File: config.mk
export PLATFORM = sky130hd
export DESIGN_NAME = seqdet_arbiter_flat
export DESIGN_NICKNAME = d
export VERILOG_FILES = /design/src/rtl/seqdet_arbiter_if.sv /design/src/rtl/seqdet_arbiter.sv /design/src/flat_wrapper.sv
export SDC_FILE = /design/constraint.sdc
export NUM_CORES = 1
export LEC_CHECK = 0
export ABC_AREA = 1
export BUFFER_PORTS_ARGS = -buffer_cell sky130_fd_sc_hd__clkbuf_2
export CORE_ASPECT_RATIO = 0.5
export CORE_MARGIN = 5
export CORE_UTILIZATION = 53
export DETAILED_ROUTE_END_ITERATION = 8
export GPL_TIMING_DRIVEN = 0
export PLACE_DENSITY = 0.88
export SYNTH_ARGS = -nofsm -noshare
export SYNTH_HDL_FRONTEND = slang
export SYNTH_SLANG_ARGS = --single-unit
File: constraint.sdc
create_clock -name clck -period 1.65 [get_ports clck]
set_input_delay 0.0825 -clock clck [delete_from_list [all_inputs] [get_ports clck]]
set_output_delay 0.0825 -clock clck [all_outputs]
set_load 0.03 [all_outputs]
File: src/rtl/seqdet_arbiter_if.sv
// Bundle of requester-side and detector-side signals around the shared sequence detector.
// The master modport belongs to the arbiter; the slave modport belongs to the requesters and the detector.
interface seqdet_arbiter_if #(
  parameter int N_REQ     = 4,
  parameter int FRAME_LEN = 8
);
  localparam int CW  = $clog2(FRAME_LEN + 1);
  localparam int IDW = (N_REQ > 1) ? $clog2(N_REQ) : 1;

  logic [N_REQ-1:0] req;
  logic [N_REQ-1:0] bit_in;
  logic [N_REQ-1:0] gnt;
  logic             bit_take;
  logic             det_a;
  logic             det_clr;
  logic             det_mealy;
  logic             det_moore;
  logic             busy;
  logic             done;
  logic [IDW-1:0]   done_id;
  logic [CW-1:0]    mealy_cnt;
  logic [CW-1:0]    moore_cnt;

  modport master (
    input  req, bit_in, det_mealy, det_moore,
    output gnt, bit_take, det_a, det_clr, busy, done, done_id, mealy_cnt, moore_cnt
  );

  modport slave (
    output req, bit_in, det_mealy, det_moore,
    input  gnt, bit_take, det_a, det_clr, busy, done, done_id, mealy_cnt, moore_cnt
  );
endinterface

File: src/rtl/seqdet_arbiter.sv
// Round-robin owner of a shared serial sequence detector: clears it, streams one frame from
// the granted requester, counts Mealy/Moore hits (Moore one cycle late) and reports them.
module seqdet_arbiter #(
  parameter int N_REQ     = 4,
  parameter int FRAME_LEN = 8
) (
  input  logic                 clck,
  input  logic                 ares,
  seqdet_arbiter_if.master     bus
);
  localparam int CW  = $clog2(FRAME_LEN + 1);
  localparam int IDW = (N_REQ > 1) ? $clog2(N_REQ) : 1;

  typedef enum logic [2:0] {IDLE, CLEAR, STREAM, DRAIN, REPORT} state_e;

  state_e           state_q, state_d;
  logic [IDW-1:0]   owner_q, owner_d;
  logic [IDW-1:0]   ptr_q, ptr_d;
  logic [IDW-1:0]   done_id_q, done_id_d;
  logic [N_REQ-1:0] gnt_q, gnt_d;
  logic             det_clr_q, det_clr_d;
  logic [CW-1:0]    mealy_cnt_q, mealy_cnt_d;
  logic [CW-1:0]    moore_cnt_q, moore_cnt_d;
  logic [CW-1:0]    k_q, k_d;
  logic [CW-1:0]    mealy_acc_q, mealy_acc_d;
  logic [CW-1:0]    moore_acc_q, moore_acc_d;

  logic [IDW-1:0]   hi_idx, lo_idx, win_idx;
  logic             hi_found, win_any;

  // Lowest requester at or above ptr wins; otherwise wrap to the lowest requester overall.
  always_comb begin
    hi_idx   = '0;
    lo_idx   = '0;
    hi_found = 1'b0;
    for (int i = N_REQ - 1; i >= 0; i--) begin
      if (bus.req[i]) begin
        lo_idx = IDW'(i);
        if (IDW'(i) >= ptr_q) begin
          hi_idx   = IDW'(i);
          hi_found = 1'b1;
        end
      end
    end
    win_idx = hi_found ? hi_idx : lo_idx;
    win_any = |bus.req;
  end

  always_comb begin
    state_d     = state_q;
    owner_d     = owner_q;
    ptr_d       = ptr_q;
    done_id_d   = done_id_q;
    gnt_d       = gnt_q;
    det_clr_d   = 1'b0;
    mealy_cnt_d = mealy_cnt_q;
    moore_cnt_d = moore_cnt_q;
    k_d         = k_q;
    mealy_acc_d = mealy_acc_q;
    moore_acc_d = moore_acc_q;
    case (state_q)
      IDLE: begin
        if (win_any) begin
          owner_d   = win_idx;
          gnt_d     = N_REQ'(1) << win_idx;
          det_clr_d = 1'b1;
          state_d   = CLEAR;
        end
      end
      CLEAR: begin
        k_d         = '0;
        mealy_acc_d = '0;
        moore_acc_d = '0;
        state_d     = STREAM;
      end
      STREAM: begin
        mealy_acc_d = mealy_acc_q + CW'(bus.det_mealy);
        // det_moore at k=0 still reflects the cleared detector, not a frame bit.
        if (k_q != '0) moore_acc_d = moore_acc_q + CW'(bus.det_moore);
        k_d = k_q + CW'(1);
        if (k_q == CW'(FRAME_LEN - 1)) state_d = DRAIN;
      end
      DRAIN: begin
        gnt_d       = '0;
        done_id_d   = owner_q;
        mealy_cnt_d = mealy_acc_q;
        moore_cnt_d = moore_acc_q + CW'(bus.det_moore);
        state_d     = REPORT;
      end
      REPORT: begin
        ptr_d   = (owner_q == IDW'(N_REQ - 1)) ? '0 : owner_q + IDW'(1);
        state_d = IDLE;
      end
      default: state_d = IDLE;
    endcase
  end

  always_ff @(posedge clck) begin
    if (ares) begin
      state_q     <= IDLE;
      owner_q     <= '0;
      ptr_q       <= '0;
      done_id_q   <= '0;
      gnt_q       <= '0;
      det_clr_q   <= 1'b0;
      mealy_cnt_q <= '0;
      moore_cnt_q <= '0;
    end else begin
      state_q     <= state_d;
      owner_q     <= owner_d;
      ptr_q       <= ptr_d;
      done_id_q   <= done_id_d;
      gnt_q       <= gnt_d;
      det_clr_q   <= det_clr_d;
      mealy_cnt_q <= mealy_cnt_d;
      moore_cnt_q <= moore_cnt_d;
    end
  end

  always_ff @(posedge clck) begin
    k_q         <= k_d;
    mealy_acc_q <= mealy_acc_d;
    moore_acc_q <= moore_acc_d;
  end

  assign bus.gnt       = gnt_q;
  assign bus.det_clr   = det_clr_q;
  assign bus.bit_take  = (state_q == STREAM);
  assign bus.det_a     = (state_q == STREAM) & bus.bit_in[owner_q];
  assign bus.busy      = (state_q != IDLE);
  assign bus.done      = (state_q == REPORT);
  assign bus.done_id   = done_id_q;
  assign bus.mealy_cnt = mealy_cnt_q;
  assign bus.moore_cnt = moore_cnt_q;
endmodule

File: src/flat_wrapper.sv
// flat-port wrapper written by rule: the top's interface ports become plain ports
module seqdet_arbiter_flat 
#(
  parameter int N_REQ     = 4,
  parameter int FRAME_LEN = 8
)
  (clck, ares, bus_req, bus_bit_in, bus_det_mealy, bus_det_moore, bus_gnt, bus_bit_take, bus_det_a, bus_det_clr, bus_busy, bus_done, bus_done_id, bus_mealy_cnt, bus_moore_cnt);
  seqdet_arbiter_if #(.N_REQ(N_REQ), .FRAME_LEN(FRAME_LEN)) bus_i ();
  input  logic clck;
  input  logic ares;
  input wire logic [$bits(bus_i.req)-1:0] bus_req;
  input wire logic [$bits(bus_i.bit_in)-1:0] bus_bit_in;
  input wire logic [$bits(bus_i.det_mealy)-1:0] bus_det_mealy;
  input wire logic [$bits(bus_i.det_moore)-1:0] bus_det_moore;
  output wire logic [$bits(bus_i.gnt)-1:0] bus_gnt;
  output wire logic [$bits(bus_i.bit_take)-1:0] bus_bit_take;
  output wire logic [$bits(bus_i.det_a)-1:0] bus_det_a;
  output wire logic [$bits(bus_i.det_clr)-1:0] bus_det_clr;
  output wire logic [$bits(bus_i.busy)-1:0] bus_busy;
  output wire logic [$bits(bus_i.done)-1:0] bus_done;
  output wire logic [$bits(bus_i.done_id)-1:0] bus_done_id;
  output wire logic [$bits(bus_i.mealy_cnt)-1:0] bus_mealy_cnt;
  output wire logic [$bits(bus_i.moore_cnt)-1:0] bus_moore_cnt;
  assign bus_i.req = bus_req;
  assign bus_i.bit_in = bus_bit_in;
  assign bus_i.det_mealy = bus_det_mealy;
  assign bus_i.det_moore = bus_det_moore;
  assign bus_gnt = bus_i.gnt;
  assign bus_bit_take = bus_i.bit_take;
  assign bus_det_a = bus_i.det_a;
  assign bus_det_clr = bus_i.det_clr;
  assign bus_busy = bus_i.busy;
  assign bus_done = bus_i.done;
  assign bus_done_id = bus_i.done_id;
  assign bus_mealy_cnt = bus_i.mealy_cnt;
  assign bus_moore_cnt = bus_i.moore_cnt;
  seqdet_arbiter #(.N_REQ(N_REQ), .FRAME_LEN(FRAME_LEN)) u_core (.clck(clck), .ares(ares), .bus(bus_i));
endmodule
==> qor.txt, run 1 <==
CP arrival: 1520 ps
Clock Skew: 6.29 ps
Die ar.: 4220 um2
CTS tree: yes
Synth Cell Area: 1570 um2
Longest Clk Path Bufs: 2
clock sinks: 34
IO Count: 31
R2R cell count: 5
floorplan row count: 14
first-pass GRT wire length: 5.22 mm
via count: 1370
unrepaired setup endpoints after global routing: false
met2 wire len: 1.58 mm
critical path class: reg -> reg
Fmax achieved: 649 MHz
gr ovfl total: 0
pre-CTS setup slack: 45.5 ps
Startpoint Class: flop
Initial Util: 53.8%
Buffers on Ports: 30
Die Y: 48.5 um
Crit path required time: 1630 ps
post-route ant nets: 0
area grow syn2layout: 19.0%
vias in the first global route: 1193
synth warn: 0
Seq/Total Area, Yosys: 50.9%
fin crit period: 1540 ps
Die X: 87.0 um
gpl congestion: 0.881
Final nets: 248
Final Cycle Share: 93.4%
# hold bufs at CTS: 0
largest net degree at the start of global routing: 11
Max-Cap Viols: 0
H-tree Lvls: 2
Pins Over Slew Limit: 0
commonest non-fill, non-tap cells in the layout: 30 x nor2_1, 30 x clkbuf_2, 27 x inv_1, 27 x nand2_1, 22 x dfxtp_1
DR pass1 iterations: 4
Setup crit start: u_core.state_q[1]$_SDFFE_PP0P_
PD cells: 1180 nW/um2
Fin. Hold Viols: 0
setup bufs post-CTS: 0
CP Capture Type: flop
status: completed
Worst-path clk slew: 70 ps
hold path start: ares
Vias/cell: 5.07
final WL: 3.24 mm
TritonCTS Buffers: 5
Critical Path Sink: u_core.mealy_acc_q[1]$_SDFFCE_PN0N_
initial antenna violation count: 0
Root Driver: clkbuf_8
GRT Total Usage: 16.1%
Synth Register Bits: 34
LEAKAGE: 0.894 nW
top sig layer: met4
Unique masters post-synth: 22
Final setup viols: 0
Worst slew margin: 69.2%
Worst Setup Slack, final: 109 ps
DRC Markers: 0
r2r setup slk: 110 ps
Slew @ Worst Pin: 462 ps
Post-DP HPWL: 2.35 mm
Post-Synthesis Cells: 192
Critical Path Fanout Max: 10
Avg Inst Size Synth: 8.19 um2
initial drt markers: 114
layout cells sized above 1: 20.4%
IR Drop Worst-Case VDD: 0.000567 V
Antenna diodes: 0
Hold WC Path Type: in -> reg
Worst R2R Start: u_core.state_q[1]$_SDFFE_PP0P_
met3 routed WL: 258 um
setup TNS: 0 ps
Core Area: 2930 um2
syn_nets: 211
met1 wire length: 1.36 mm
worst r2r dst: u_core.mealy_acc_q[1]$_SDFFCE_PN0N_
Post-CTS Resized: 0
clk_lat worst skew: 290 ps
Wirelength per Cell: 12.0 um
layout make-up:
class | instances | area (um2)
flip-flops and latches | 34 | 801
multi-input cells | 125 | 651
repair buffers | 30 | 150
fillers | 232 | 1050
inverters | 29 | 109
clock inverters | 1 | 5.00
plain buffers | 4 | 20.0
well taps | 40 | 50.0
clock buffers | 7 | 86.3
how the worst min path moves through the flow:
stage | slack, ps | end | cells after the start
2_1_floorplan | 260 | u_core.bus.done_id[0]$_SDFFE_PP0P_ | 3
3_3_place_gp | 380 | u_core.bus.moore_cnt[0]$_SDFFE_PP0P_ | 4
4_1_cts | 90 | u_core.bus.moore_cnt[0]$_SDFFE_PP0P_ | 4
6_report | 100 | u_core.bus.moore_cnt[0]$_SDFFE_PP0P_ | 4
3_5_place_dp | 390 | u_core.bus.done_id[0]$_SDFFE_PP0P_ | 4
5_1_grt | 110 | u_core.bus.done_id[0]$_SDFFE_PP0P_ | 4
synth_stat cells:
cell type	n	area share, %
ha_1	7	5.6
xnor2_1	3	1.7
o211a_1	1	0.64
nor2_2	2	0.80
inv_1	27	6.4
dfxtp_1	22	28
nor2_1	30	7.2
a21oi_1	18	5.7
nand3_2	1	0.64
xor2_1	1	0.56
nand2_1	28	6.7
nor3b_1	2	0.95
inv_2	2	0.48
edfxtp_1	12	23
nand3_1	9	2.9
buf_4	1	0.48
nand2_2	2	0.80
nor3_1	2	0.64
o21ai_0	18	5.7
clkbuf_1	2	0.48
o211ai_1	1	0.48
buf_2	1	0.32
metal layers:
layer | up-vias | track usage, %
li1 | 693 | -
met1 | 621 | 18.2
met2 | 50 | 27.5
met3 | 6 | 6.27
met4 | 0 | 5.44
met5 | - | 0
critical path: stages (launching register included):
cell and delay, ps:
dfxtp_1 430, inv_1 110, nor2_4 150, inv_1 130, buf_2 210, nand2_2 190
state kept, by name, summed over array words and instances (netlist names):
name,count
u_core.bus.gnt,4
u_core.bus.mealy_cnt,4
u_core.bus.moore_cnt,4
u_core.k_q,4
u_core.mealy_acc_q,4
u_core.moore_acc_q,4
u_core.state_q,3
u_core.bus.done_id,2
u_core.owner_q,2
u_core.ptr_q,2
u_core.bus.det_clr,1
cell families (layout without fill, tap and decap cells):
group	after synthesis	count (layout)	share of synthesized area (%)
adder cells (fa/ha/maj)	7	7	5.57
AO/OA/AOI/OAI	38	38	12.6
buffers and inverters	33	71	8.19
flip-flops	34	34	50.9
XOR/XNOR	4	4	2.23
AND/OR/NAND/NOR	76	76	20.5
through the flow:
stage               cells  power [mW]  area, um2  util [%]  hold WS (ps)
floorplan             192        1.45       1580         -           260
global placement      262        1.57       1780      60.8           382
detailed placement    262        1.59       1780      60.8           390
CTS                   270        2.22       1870      63.9          89.5
global route          270        2.34       1870      64.0           111
finish                270        2.21       1870      64.0          97.3
report_power, final:
| group | switching, mW | internal [mW] | total [mW] |
|---|---|---|---|
| clock | 0.293 | 0.336 | 0.630 |
| combinational | 0.349 | 0.161 | 0.510 |
| sequential | 0.0750 | 0.996 | 1.07 |
| total | 0.717 | 1.49 | 2.21 |
Note: power is estimated with default switching activity, not from simulation.
==> run 2, diff against run 1 <==
- CORE_UTILIZATION: 53 -> 40
- PLACE_DENSITY: 0.88 -> 0.72
==> run 2 against run 1 <==
Cell area is 1.7% higher. Core utilization decreased by 14 points. Largest power group unchanged. Hold slack better by 2.0 ps. Via count shrank 3.6%. Non-clock buffer count did not move. Largest cell class unchanged. Combinational power fell by 1%. Worst setup slack improved by 4.2 ps. Highest routed layer unchanged. Count of clock-buffer cells in the layout unchanged.
==> qor.txt, run 2 (synthesis results as in run 1) <==
GRT Total Usage: 13.1% (was 16.1%)
clock sinks: 34 (unchanged)
H-tree Lvls: 2 (unchanged)
Critical Path Fanout Max: 10 (unchanged)
Worst Setup Slack, final: 113 ps (was 109 ps)
largest net degree at the start of global routing: 11 (unchanged)
vias in the first global route: 1238 (was 1193)
first-pass GRT wire length: 5.44 mm (was 5.22 mm)
setup TNS: 0 ps (unchanged)
DRC Markers: 0 (unchanged)
Clock Skew: 8.12 ps (was 6.29 ps)
Worst-path clk slew: 70 ps (about the same)
status: completed (unchanged)
power consumption: 2.31 mW (was 2.21 mW)
Startpoint Class: flop (unchanged)
Worst slew margin: 71.0% (was 69.2%)
IO Count: 31 (unchanged)
critical path class: reg -> reg (unchanged)
CP arrival: 1540 ps (was 1520 ps)
Buffers on Ports: 30 (unchanged)
post-placement cell count: 276 (was 262)
Wirelength per Cell: 11.1 um (was 12.0 um)
Final setup viols: 0 (unchanged)
Core Area: 3840 um2 (was 2930 um2)
initial antenna violation count: 0 (unchanged)
Pins Over Slew Limit: 0 (unchanged)
layout cells sized above 1: 20.0% (was 20.4%)
Final Cycle Share: 93.2% (was 93.4%)
IR Drop Worst-Case VDD: 0.000353 V (was 0.000567 V)
Fin. Hold Viols: 0 (unchanged)
TritonCTS Buffers: 5 (unchanged)
DR pass1 iterations: 4 (unchanged)
via count: 1321 (was 1370)
fin crit period: 1540 ps (about the same)
clk_lat worst skew: 280 ps (was 290 ps)
commonest non-fill, non-tap cells in the layout: 30 x nor2_1, 30 x clkbuf_2, 27 x inv_1, 27 x nand2_1, 22 x dfxtp_1 (unchanged)
Longest Clk Path Bufs: 2 (unchanged)
gr ovfl total: 0 (unchanged)
setup bufs post-CTS: 0 (unchanged)
CTS tree: yes (unchanged)
LEAKAGE: 0.898 nW (was 0.894 nW)
Max-Cap Viols: 0 (unchanged)
Die Y: 54.3 um (was 48.5 um)
PD cells: 1210 nW/um2 (was 1180 nW/um2)
initial drt markers: 43 (was 114)
met1 Use GR: 14.7% (was 18.2%)
post-route ant nets: 0 (unchanged)
Root Driver: clkbuf_8 (unchanged)
pre-CTS setup slack: 4.85 ps (was 45.5 ps)
Finished Layout Cells: 284 (was 270)
unrepaired setup endpoints after global routing: false (unchanged)
GRT busiest layer: met2 (unchanged)
Antenna diodes: 0 (unchanged)
Fmax achieved: 651 MHz (was 649 MHz)
floorplan row count: 16 (was 14)
Crit path required time: 1650 ps (was 1630 ps)
met2 usage: 24.4% (was 27.5%)
CP Capture Type: flop (unchanged)
Hold WC Path Type: in -> reg (unchanged)
gpl congestion: 0.794 (was 0.881)
Post-DP HPWL: 2.45 mm (was 2.35 mm)
Slew @ Worst Pin: 432 ps (was 462 ps)
area grow syn2layout: 21.1% (was 19.0%)
met3 GRT Util: 4.20% (was 6.27%)
final WL: 3.16 mm (was 3.24 mm)
Die X: 98.7 um (was 87.0 um)
Initial Util: 40.9% (was 53.8%)
Final nets: 248 (unchanged)
Die ar.: 5360 um2 (was 4220 um2)
hold_ws: 99.2 ps (was 97.3 ps)
Vias/cell: 4.65 (was 5.07)
[run 2: timing repair]
action                     4_1_cts  5_1_grt
gates resized for setup          1        0
setup endpoints to repair        8        0
hold endpoints to repair         0        0
hold buffers                     0        0
[run 2: worst paths after layout]
path	slack, ps	start	endpoint	cells after the start
setup / recovery	110	u_core.state_q[0]$_SDFFE_PP0P_	u_core.mealy_acc_q[3]$_SDFFCE_PN0N_	6
hold / removal	100	ares	u_core.bus.done_id[0]$_SDFFE_PP0P_	4
setup reg to reg	110	u_core.state_q[0]$_SDFFE_PP0P_	u_core.mealy_acc_q[3]$_SDFFCE_PN0N_	6
hold reg to reg	460	u_core.bus.gnt[2]$_SDFFE_PP0P_	u_core.bus.gnt[2]$_SDFFE_PP0P_	2
[run 2: per-layer routing]
layer	wire length [um]	part of all wire, %	vias up
li1	-	-	694
met1	1430	45	601
met2	1540	49	20
met3	146	4.6	6
met4	46	1.5	0
met5	0	0	-
[run 2: area by class of cell]
class	count	area (um2)
clock inverter	1	30.0
multi-input combinational	125	651
inverter	29	109
buffer	4	20.0
fill	388	1940
tap	54	67.6
sequential	34	801
clock buffer	7	76.3
timing repair buffer	30	150
[run 2: worst max-delay path, stage by stage (launching register included)]
cell and delay, ps:
dfxtp_1 410, inv_2 50, nand2_2 120, nor2_4 50, inv_1 170, buf_2 270, nand2_2 190
[run 2: where the power goes]
group	switching, mW	internal, mW
clock	0.282	0.452
combinational	0.343	0.160
sequential	0.0729	0.996
total	0.699	1.61
[run 2: through the flow]
stage	instance area (um2)	util (%)
2_1_floorplan	1580	-
3_3_place_gp	1800	46.7
3_5_place_dp	1800	46.7
4_1_cts	1900	49.5
5_1_grt	1900	49.5
6_report	1900	49.5
